File: config.mk
export PLATFORM = sky130hd
export DESIGN_NAME = mem_access_arbiter_flat
export DESIGN_NICKNAME = d
export VERILOG_FILES = /design/src/rtl/mem_access_arbiter_if.sv /design/src/rtl/mem_access_arbiter.sv /design/src/flat_wrapper.sv
export SDC_FILE = /design/constraint.sdc
export NUM_CORES = 1
export LEC_CHECK = 0
export ABC_AREA = 1
export CORE_AREA = 8 8 412 414
export CTS_CLUSTER_DIAMETER = 150
export DETAILED_ROUTE_END_ITERATION = 7
export DIE_AREA = 0 0 420 422
export GPL_ROUTABILITY_DRIVEN = 0
export GPL_TIMING_DRIVEN = 1
export SLEW_MARGIN = 20
export SYNTH_ARGS = -nofsm -noshare
export SYNTH_HDL_FRONTEND = slang
export SYNTH_SLANG_ARGS = --single-unit
File: constraint.sdc
create_clock -name clk -period 3.3 [get_ports clk]
set_input_delay 0.66 -clock clk [delete_from_list [all_inputs] [get_ports clk]]
set_output_delay 0.66 -clock clk [all_outputs]
set_load 0.01 [all_outputs]
File: src/rtl/mem_access_arbiter_if.sv
`default_nettype none
// +----------------------------------------------------------------------------+
// | mem_access_arbiter_if: requester and memory-port signals of the arbiter.    |
// | Revision: 1.0                                                               |
// +----------------------------------------------------------------------------+
interface mem_access_arbiter_if #(
    parameter int S = 32,
    parameter int V = 192
);
    logic         core_req;
    logic         core_we;
    logic         core_vec;
    logic [S-1:0] core_addr;
    logic [V-1:0] core_wd;
    logic         core_gnt;
    logic         core_rvalid;
    logic [V-1:0] core_rd;
    logic         core_err;

    logic         disp_req;
    logic [S-1:0] disp_addr;
    logic         disp_gnt;
    logic         disp_rvalid;
    logic [V-1:0] disp_rd;
    logic         disp_err;

    logic [1:0]   mem_sel;
    logic [S-1:0] mem_addr;
    logic         mem_we;
    logic         mem_vec;
    logic [V-1:0] mem_wd;
    logic [V-1:0] mem_rd;

    logic         busy;

    // The arbiter itself sits on the slave side.
    modport slave (
        input  core_req, core_we, core_vec, core_addr, core_wd,
        output core_gnt, core_rvalid, core_rd, core_err,
        input  disp_req, disp_addr,
        output disp_gnt, disp_rvalid, disp_rd, disp_err,
        output mem_sel, mem_addr, mem_we, mem_vec, mem_wd,
        input  mem_rd,
        output busy
    );

    modport master (
        output core_req, core_we, core_vec, core_addr, core_wd,
        input  core_gnt, core_rvalid, core_rd, core_err,
        output disp_req, disp_addr,
        input  disp_gnt, disp_rvalid, disp_rd, disp_err,
        input  mem_sel, mem_addr, mem_we, mem_vec, mem_wd,
        output mem_rd,
        input  busy
    );
endinterface
`default_nettype wire

File: src/rtl/mem_access_arbiter.sv
`default_nettype none
// +----------------------------------------------------------------------------+
// | mem_access_arbiter: round-robin core/display sharing of one memory port,   |
// | with ROM/RAM decode and error response. Revision: 1.0                       |
// +----------------------------------------------------------------------------+
module mem_access_arbiter #(
    parameter int S        = 32,
    parameter int V        = 192,
    parameter int ROM_BASE = 1000,
    parameter int RAM_BASE = 31000,
    parameter int RAM_END  = 61015,
    parameter int READ_LAT = 1
) (
    input  wire logic           clk,
    input  wire logic           rst,
    mem_access_arbiter_if.slave bus
);
    localparam int           CW         = (READ_LAT > 1) ? $clog2(READ_LAT) : 1;
    localparam logic [CW-1:0] C_LAT_M1  = CW'(READ_LAT - 1);
    localparam logic [S-1:0] C_ROM_BASE = S'(ROM_BASE);
    localparam logic [S-1:0] C_RAM_BASE = S'(RAM_BASE);
    localparam logic [S-1:0] C_RAM_END  = S'(RAM_END);

    typedef enum logic [1:0] {
        ST_IDLE   = 2'd0,
        ST_ACCESS = 2'd1,
        ST_RESP   = 2'd2
    } state_t;

    state_t        r_state;
    logic [CW-1:0] r_cnt;
    logic          r_owner;     // 0 = core, 1 = display
    logic          r_rr_last;   // last winner, same encoding
    logic          r_we;
    logic          r_err;

    logic          w_pick_disp;
    logic [S-1:0]  w_addr;
    logic          w_we;
    logic          w_vec;
    logic          w_is_rom;
    logic          w_is_ram;
    logic          w_illegal;
    logic [1:0]    w_sel;
    logic [S-1:0]  w_off;

    // On a tie the requester that did not win last time goes next.
    assign w_pick_disp = bus.disp_req & (~bus.core_req | ~r_rr_last);
    assign w_addr      = w_pick_disp ? bus.disp_addr : bus.core_addr;
    assign w_we        = ~w_pick_disp & bus.core_we;
    assign w_vec       = w_pick_disp | bus.core_vec;
    assign w_is_rom    = (w_addr >= C_ROM_BASE) && (w_addr < C_RAM_BASE);
    assign w_is_ram    = (w_addr >= C_RAM_BASE) && (w_addr < C_RAM_END);
    assign w_illegal   = ~(w_is_rom | w_is_ram) | (w_is_rom & w_we);
    assign w_sel       = w_illegal ? 2'b00 : (w_is_rom ? 2'b01 : 2'b10);
    assign w_off       = w_illegal ? '0 :
                         (w_is_rom ? (w_addr - C_ROM_BASE) : (w_addr - C_RAM_BASE));

    assign bus.busy    = (r_state != ST_IDLE);

    always_ff @(posedge clk) begin
        if (!rst) begin
            r_state         <= ST_IDLE;
            r_cnt           <= '0;
            r_owner         <= 1'b0;
            r_rr_last       <= 1'b1;
            r_we            <= 1'b0;
            r_err           <= 1'b0;
            bus.core_gnt    <= 1'b0;
            bus.core_rvalid <= 1'b0;
            bus.core_rd     <= '0;
            bus.core_err    <= 1'b0;
            bus.disp_gnt    <= 1'b0;
            bus.disp_rvalid <= 1'b0;
            bus.disp_rd     <= '0;
            bus.disp_err    <= 1'b0;
            bus.mem_sel     <= 2'b00;
            bus.mem_addr    <= '0;
            bus.mem_we      <= 1'b0;
            bus.mem_vec     <= 1'b0;
            bus.mem_wd      <= '0;
        end else begin
            case (r_state)
                ST_IDLE: begin
                    if (bus.core_req || bus.disp_req) begin
                        r_state      <= ST_ACCESS;
                        r_cnt        <= C_LAT_M1;
                        r_owner      <= w_pick_disp;
                        r_rr_last    <= w_pick_disp;
                        r_we         <= w_we;
                        r_err        <= w_illegal;
                        bus.core_gnt <= ~w_pick_disp;
                        bus.disp_gnt <= w_pick_disp;
                        bus.mem_sel  <= w_sel;
                        bus.mem_addr <= w_off;
                        bus.mem_vec  <= w_vec;
                        bus.mem_we   <= w_we & ~w_illegal;
                        bus.mem_wd   <= (w_we & ~w_illegal) ? bus.core_wd : '0;
                    end
                end
                ST_ACCESS: begin
                    bus.core_gnt <= 1'b0;
                    bus.disp_gnt <= 1'b0;
                    bus.mem_we   <= 1'b0;
                    if (r_cnt == '0) begin
                        r_state      <= ST_RESP;
                        bus.mem_sel  <= 2'b00;
                        bus.mem_addr <= '0;
                        bus.mem_vec  <= 1'b0;
                        bus.mem_wd   <= '0;
                        if (r_owner) begin
                            bus.disp_rvalid <= 1'b1;
                            bus.disp_err    <= r_err;
                            bus.disp_rd     <= r_err ? '0 : bus.mem_rd;
                        end else begin
                            bus.core_rvalid <= 1'b1;
                            bus.core_err    <= r_err;
                            bus.core_rd     <= (r_err | r_we) ? '0 : bus.mem_rd;
                        end
                    end else begin
                        r_cnt <= r_cnt - 1'b1;
                    end
                end
                ST_RESP: begin
                    r_state         <= ST_IDLE;
                    bus.core_rvalid <= 1'b0;
                    bus.core_err    <= 1'b0;
                    bus.core_rd     <= '0;
                    bus.disp_rvalid <= 1'b0;
                    bus.disp_err    <= 1'b0;
                    bus.disp_rd     <= '0;
                end
                default: r_state <= ST_IDLE;
            endcase
        end
    end
endmodule
`default_nettype wire
File: src/flat_wrapper.sv
// flat-port wrapper written by rule: the top's interface ports become plain ports
module mem_access_arbiter_flat 
#(
    parameter int S        = 32,
    parameter int V        = 192,
    parameter int ROM_BASE = 1000,
    parameter int RAM_BASE = 31000,
    parameter int RAM_END  = 61015,
    parameter int READ_LAT = 1
)
  (clk, rst, bus_core_req, bus_core_we, bus_core_vec, bus_core_addr, bus_core_wd, bus_core_gnt, bus_core_rvalid, bus_core_rd, bus_core_err, bus_disp_req, bus_disp_addr, bus_disp_gnt, bus_disp_rvalid, bus_disp_rd, bus_disp_err, bus_mem_sel, bus_mem_addr, bus_mem_we, bus_mem_vec, bus_mem_wd, bus_mem_rd, bus_busy);
  mem_access_arbiter_if #(.S(S), .V(V)) bus_i ();
  input  wire logic clk;
  input  wire logic rst;
  input wire logic [$bits(bus_i.core_req)-1:0] bus_core_req;
  input wire logic [$bits(bus_i.core_we)-1:0] bus_core_we;
  input wire logic [$bits(bus_i.core_vec)-1:0] bus_core_vec;
  input wire logic [$bits(bus_i.core_addr)-1:0] bus_core_addr;
  input wire logic [$bits(bus_i.core_wd)-1:0] bus_core_wd;
  output wire logic [$bits(bus_i.core_gnt)-1:0] bus_core_gnt;
  output wire logic [$bits(bus_i.core_rvalid)-1:0] bus_core_rvalid;
  output wire logic [$bits(bus_i.core_rd)-1:0] bus_core_rd;
  output wire logic [$bits(bus_i.core_err)-1:0] bus_core_err;
  input wire logic [$bits(bus_i.disp_req)-1:0] bus_disp_req;
  input wire logic [$bits(bus_i.disp_addr)-1:0] bus_disp_addr;
  output wire logic [$bits(bus_i.disp_gnt)-1:0] bus_disp_gnt;
  output wire logic [$bits(bus_i.disp_rvalid)-1:0] bus_disp_rvalid;
  output wire logic [$bits(bus_i.disp_rd)-1:0] bus_disp_rd;
  output wire logic [$bits(bus_i.disp_err)-1:0] bus_disp_err;
  output wire logic [$bits(bus_i.mem_sel)-1:0] bus_mem_sel;
  output wire logic [$bits(bus_i.mem_addr)-1:0] bus_mem_addr;
  output wire logic [$bits(bus_i.mem_we)-1:0] bus_mem_we;
  output wire logic [$bits(bus_i.mem_vec)-1:0] bus_mem_vec;
  output wire logic [$bits(bus_i.mem_wd)-1:0] bus_mem_wd;
  input wire logic [$bits(bus_i.mem_rd)-1:0] bus_mem_rd;
  output wire logic [$bits(bus_i.busy)-1:0] bus_busy;
  assign bus_i.core_req = bus_core_req;
  assign bus_i.core_we = bus_core_we;
  assign bus_i.core_vec = bus_core_vec;
  assign bus_i.core_addr = bus_core_addr;
  assign bus_i.core_wd = bus_core_wd;
  assign bus_core_gnt = bus_i.core_gnt;
  assign bus_core_rvalid = bus_i.core_rvalid;
  assign bus_core_rd = bus_i.core_rd;
  assign bus_core_err = bus_i.core_err;
  assign bus_i.disp_req = bus_disp_req;
  assign bus_i.disp_addr = bus_disp_addr;
  assign bus_disp_gnt = bus_i.disp_gnt;
  assign bus_disp_rvalid = bus_i.disp_rvalid;
  assign bus_disp_rd = bus_i.disp_rd;
  assign bus_disp_err = bus_i.disp_err;
  assign bus_mem_sel = bus_i.mem_sel;
  assign bus_mem_addr = bus_i.mem_addr;
  assign bus_mem_we = bus_i.mem_we;
  assign bus_mem_vec = bus_i.mem_vec;
  assign bus_mem_wd = bus_i.mem_wd;
  assign bus_i.mem_rd = bus_mem_rd;
  assign bus_busy = bus_i.busy;
  mem_access_arbiter #(.S(S), .V(V), .ROM_BASE(ROM_BASE), .RAM_BASE(RAM_BASE), .RAM_END(RAM_END), .READ_LAT(READ_LAT)) u_core (.clk(clk), .rst(rst), .bus(bus_i));
endmodule
==> flow_summary.json <==
{
  "outcome": "finished clean",
  "crit_type": "primary input to flip-flop",
  "synth_top_cell_area_share": 0.532,
  "slew_viol_final": 0,
  "crit_arrival_ps": 3510,
  "htreeDepth": 3,
  "grtUsageTotal": 0.154,
  "drt_first_pass_iters": 6,
  "cts_setup_buffers": 0,
  "ys_warn_count": 0,
  "clock_latency_ps": 690,
  "nNetsFinal": 4587,
  "finalInstanceArea_um2": 39700,
  "met1_usage": 0.162,
  "finalCritPeriodShare": 0.890,
  "grt_use_met2": 0.268,
  "path_clk_slew_ps": 60,
  "r2r_start": "u_core.r_rr_last",
  "tightest_slew_ps": 1010,
  "postCtsResizedCells": 0,
  "grt_pass1_vias": 24835,
  "syn_to_final_growth_pct": 69.3,
  "initial_core_util": 0.144,
  "yosysTopAreaCell": "dfxtp_1",
  "max_cap_violations": 0,
  "r2r_cells": 13,
  "synth_cell_type_count": 30,
  "antenna_found_initial": 60,
  "syn-cell-area_um2": 23500,
  "die_area_um2": 177000,
  "vias": 26008,
  "whs_ps": 408,
  "drtIter0Drc": 2291,
  "finalPower_w": 0.0193,
  "drc": 0,
  "hp-start": "rst",
  "r2r_end": "u_core.bus.mem_wd[136]",
  "power.density_nw_per_um2": 486,
  "synth_area_leaders": "dfxtp_1 53%, nand2_1 19%, a21oi_1 9.4%",
  "ios": 1073,
  "fmax_mhz": 341,
  "grt_pass1_wl_um": 197000,
  "p_leak_nw": 13.7,
  "holdCritPathClass": "primary input to flip-flop",
  "hold_viol": 0,
  "clkSinkCount": 624,
  "wl_per_cell_um": 22.7,
  "holdPathEnd": "u_core.bus.mem_wd[75]",
  "grt.busiest_layer": "met2",
  "synth_cells": 3116,
  "synth.avg_cell_area_um2": 7.53,
  "ctsHoldBuffers": 0,
  "startpoint_type": "primary input",
  "fin_crit_ps": 2940,
  "slew_headroom": 0.324,
  "rrSetupSlack_ps": 600,
  "synth_flop_cell": "dfxtp_1",
  "worst_slack_ps": 365,
  "coreArea_um2": 163000,
  "cts_buffers": 76,
  "holdPathStages": 3,
  "groute.layer.met3.usage": 0.0543,
  "cts_tree": "done",
  "finalSetupViolCount": 0,
  "dpl.hpwl_um": 116000,
  "vias_per_cell": 4.06,
  "wl_um": 145000,
  "fin_worst_skew_ps": 39.9,
  "pre_cts_ws_ps": -138,
  "layout-drive-gt1-share": 0.0645,
  "std_cell_rows": 149,
  "worstSetupEndpointType": "flip-flop",
  "crit_required_ps": 3880,
  "overflow": 0,
  "ys_seq_area_frac": 0.532,
  "root_buffer": "clkbuf_16",
  "cp_max_fo": 117,
  "synth-seq-cells": 624,
  "die_h_um": 422,
  "vdd_drop_max_v": 0.000365,
  "placed_area_um2": 37000,
  "syn-num-nets": 3572,
  "synth_most_common_cell": "nand2_1",
  "die_w_um": 420,
  "grt_max_degree": 141,
  "numPortBuffers": 1072,
  "synth_edf_count": 0,
  "tns_ps": 0,
  "cts_max_path_buffers": 3,
  "async_flop_share": 0,
  "rsz0062_at_grt": "no",
  "ys_top_cells_by_count": "1193 x nand2_1, 624 x dfxtp_1, 440 x a21oi_1",
  "antenna_left": 0
}
[power by group]
part	leakage, nW	switching [W]	internal (W)
combinational	7.36	0.00138	0.00110
sequential	5.04	0.0000898	0.00769
clock	1.32	0.00372	0.00533
total	13.7	0.00519	0.0141
[cells in the final DEF, fill, tap and decap left out, types with 2 or more instances in the layout]
| master | instances |
|---|---|
| xor2_1 | 14 |
| nor2_4 | 4 |
| dfxtp_1 | 624 |
| o21ai_2 | 21 |
| nand3b_1 | 30 |
| inv_6 | 5 |
| o21ai_0 | 62 |
| clkbuf_1 | 10 |
| bufinv_16 | 7 |
| clkinv_2 | 7 |
| nor3_1 | 3 |
| clkdlybuf4s50_1 | 1071 |
| ha_1 | 2 |
| nor2_1 | 59 |
| clkinv_16 | 2 |
| clkinv_4 | 2 |
| nand2_1 | 1192 |
| a21oi_1 | 440 |
| nand3_1 | 249 |
| nand3_2 | 2 |
| diode_2 | 23 |
| inv_8 | 5 |
| o21ai_1 | 104 |
| buf_4 | 76 |
| nand2_4 | 2 |
| buf_12 | 23 |
| clkbuf_16 | 76 |
| nor2_2 | 2 |
| nand2_2 | 6 |
| inv_1 | 52 |
| nand4_1 | 4 |
| inv_16 | 3 |
| clkbuf_8 | 21 |
[layout make-up]
class	count	area, µm²
Clock buffer	107	2230
Clock inverter	28	457
Sequential cell	624	12500
Inverter	58	249
Multi-Input combinational cell	2200	9760
Fill cell	17885	124000
Antenna cell	23	57.6
Tap cell	2189	2740
Timing Repair Buffer	1171	11800
[critical path, stage by stage]
cell and delay [ps]:
clkdlybuf4s50_1 480, buf_12 190, nand2_4 80, buf_12 160, nand2_1 70, nand2_1 150
nand2_1 140, nor2_1 340, nand2_1 100, nor2_1 110, nand2_1 70, nand3_2 100
nand4_4 160, buf_12 280, o21ai_1 240
[registers in the layout (all words and copies together), names as in the netlist, 2 cells and up]
| signal | count |
|---|---|
| u_core.bus.disp_rd | 192 |
| u_core.bus.mem_addr | 32 |
| u_core.bus.mem_wd | 192 |
| u_core.bus.mem_sel | 2 |
| u_core.bus.core_rd | 192 |
| u_core.r_state | 2 |
[worst max path at each step]
stage / to / startpoint / cells after the start
4_1_cts: bus_busy / u_core.r_state[1] / 3
2_1_floorplan: u_core.bus.mem_addr[15] / bus_disp_req / 17
6_report: u_core.bus.mem_wd[136] / bus_disp_req / 15
3_3_place_gp: u_core.bus.mem_we / bus_disp_req / 16
5_1_grt: u_core.bus.mem_wd[133] / bus_disp_req / 15
3_5_place_dp: u_core.bus.mem_wd[147] / bus_disp_req / 15
[cells by family (layout without fill, tap and decap cells)]
kind of cell | count (synthesis) | in the layout | synth area share
xor gates and xnor gates | 14 | 14 | 0.00522
DFF | 624 | 624 | 0.532
and+or+nand+nor | 1555 | 1555 | 0.271
AOI/OAI and AO/OA | 629 | 629 | 0.138
buffers and inverters | 292 | 1364 | 0.0532
other | 0 | 23 | 0
adders and majority gates | 2 | 2 | 0.00107
[through the flow]
step                instances  utilization
floorplan                3116            -
global placement         6242        0.226
detailed placement       6242        0.226
CTS                      6377        0.243
global route             6390        0.243
finish                   6400        0.243
[metal layers]
layer / up-vias / part of all wire
li1: 12210 / -
met3: 289 / 0.10
met2: 1242 / 0.49
met5: - / 0.0016
met4: 38 / 0.057
met1: 12229 / 0.35
Note: power is estimated with default switching activity, not from simulation.
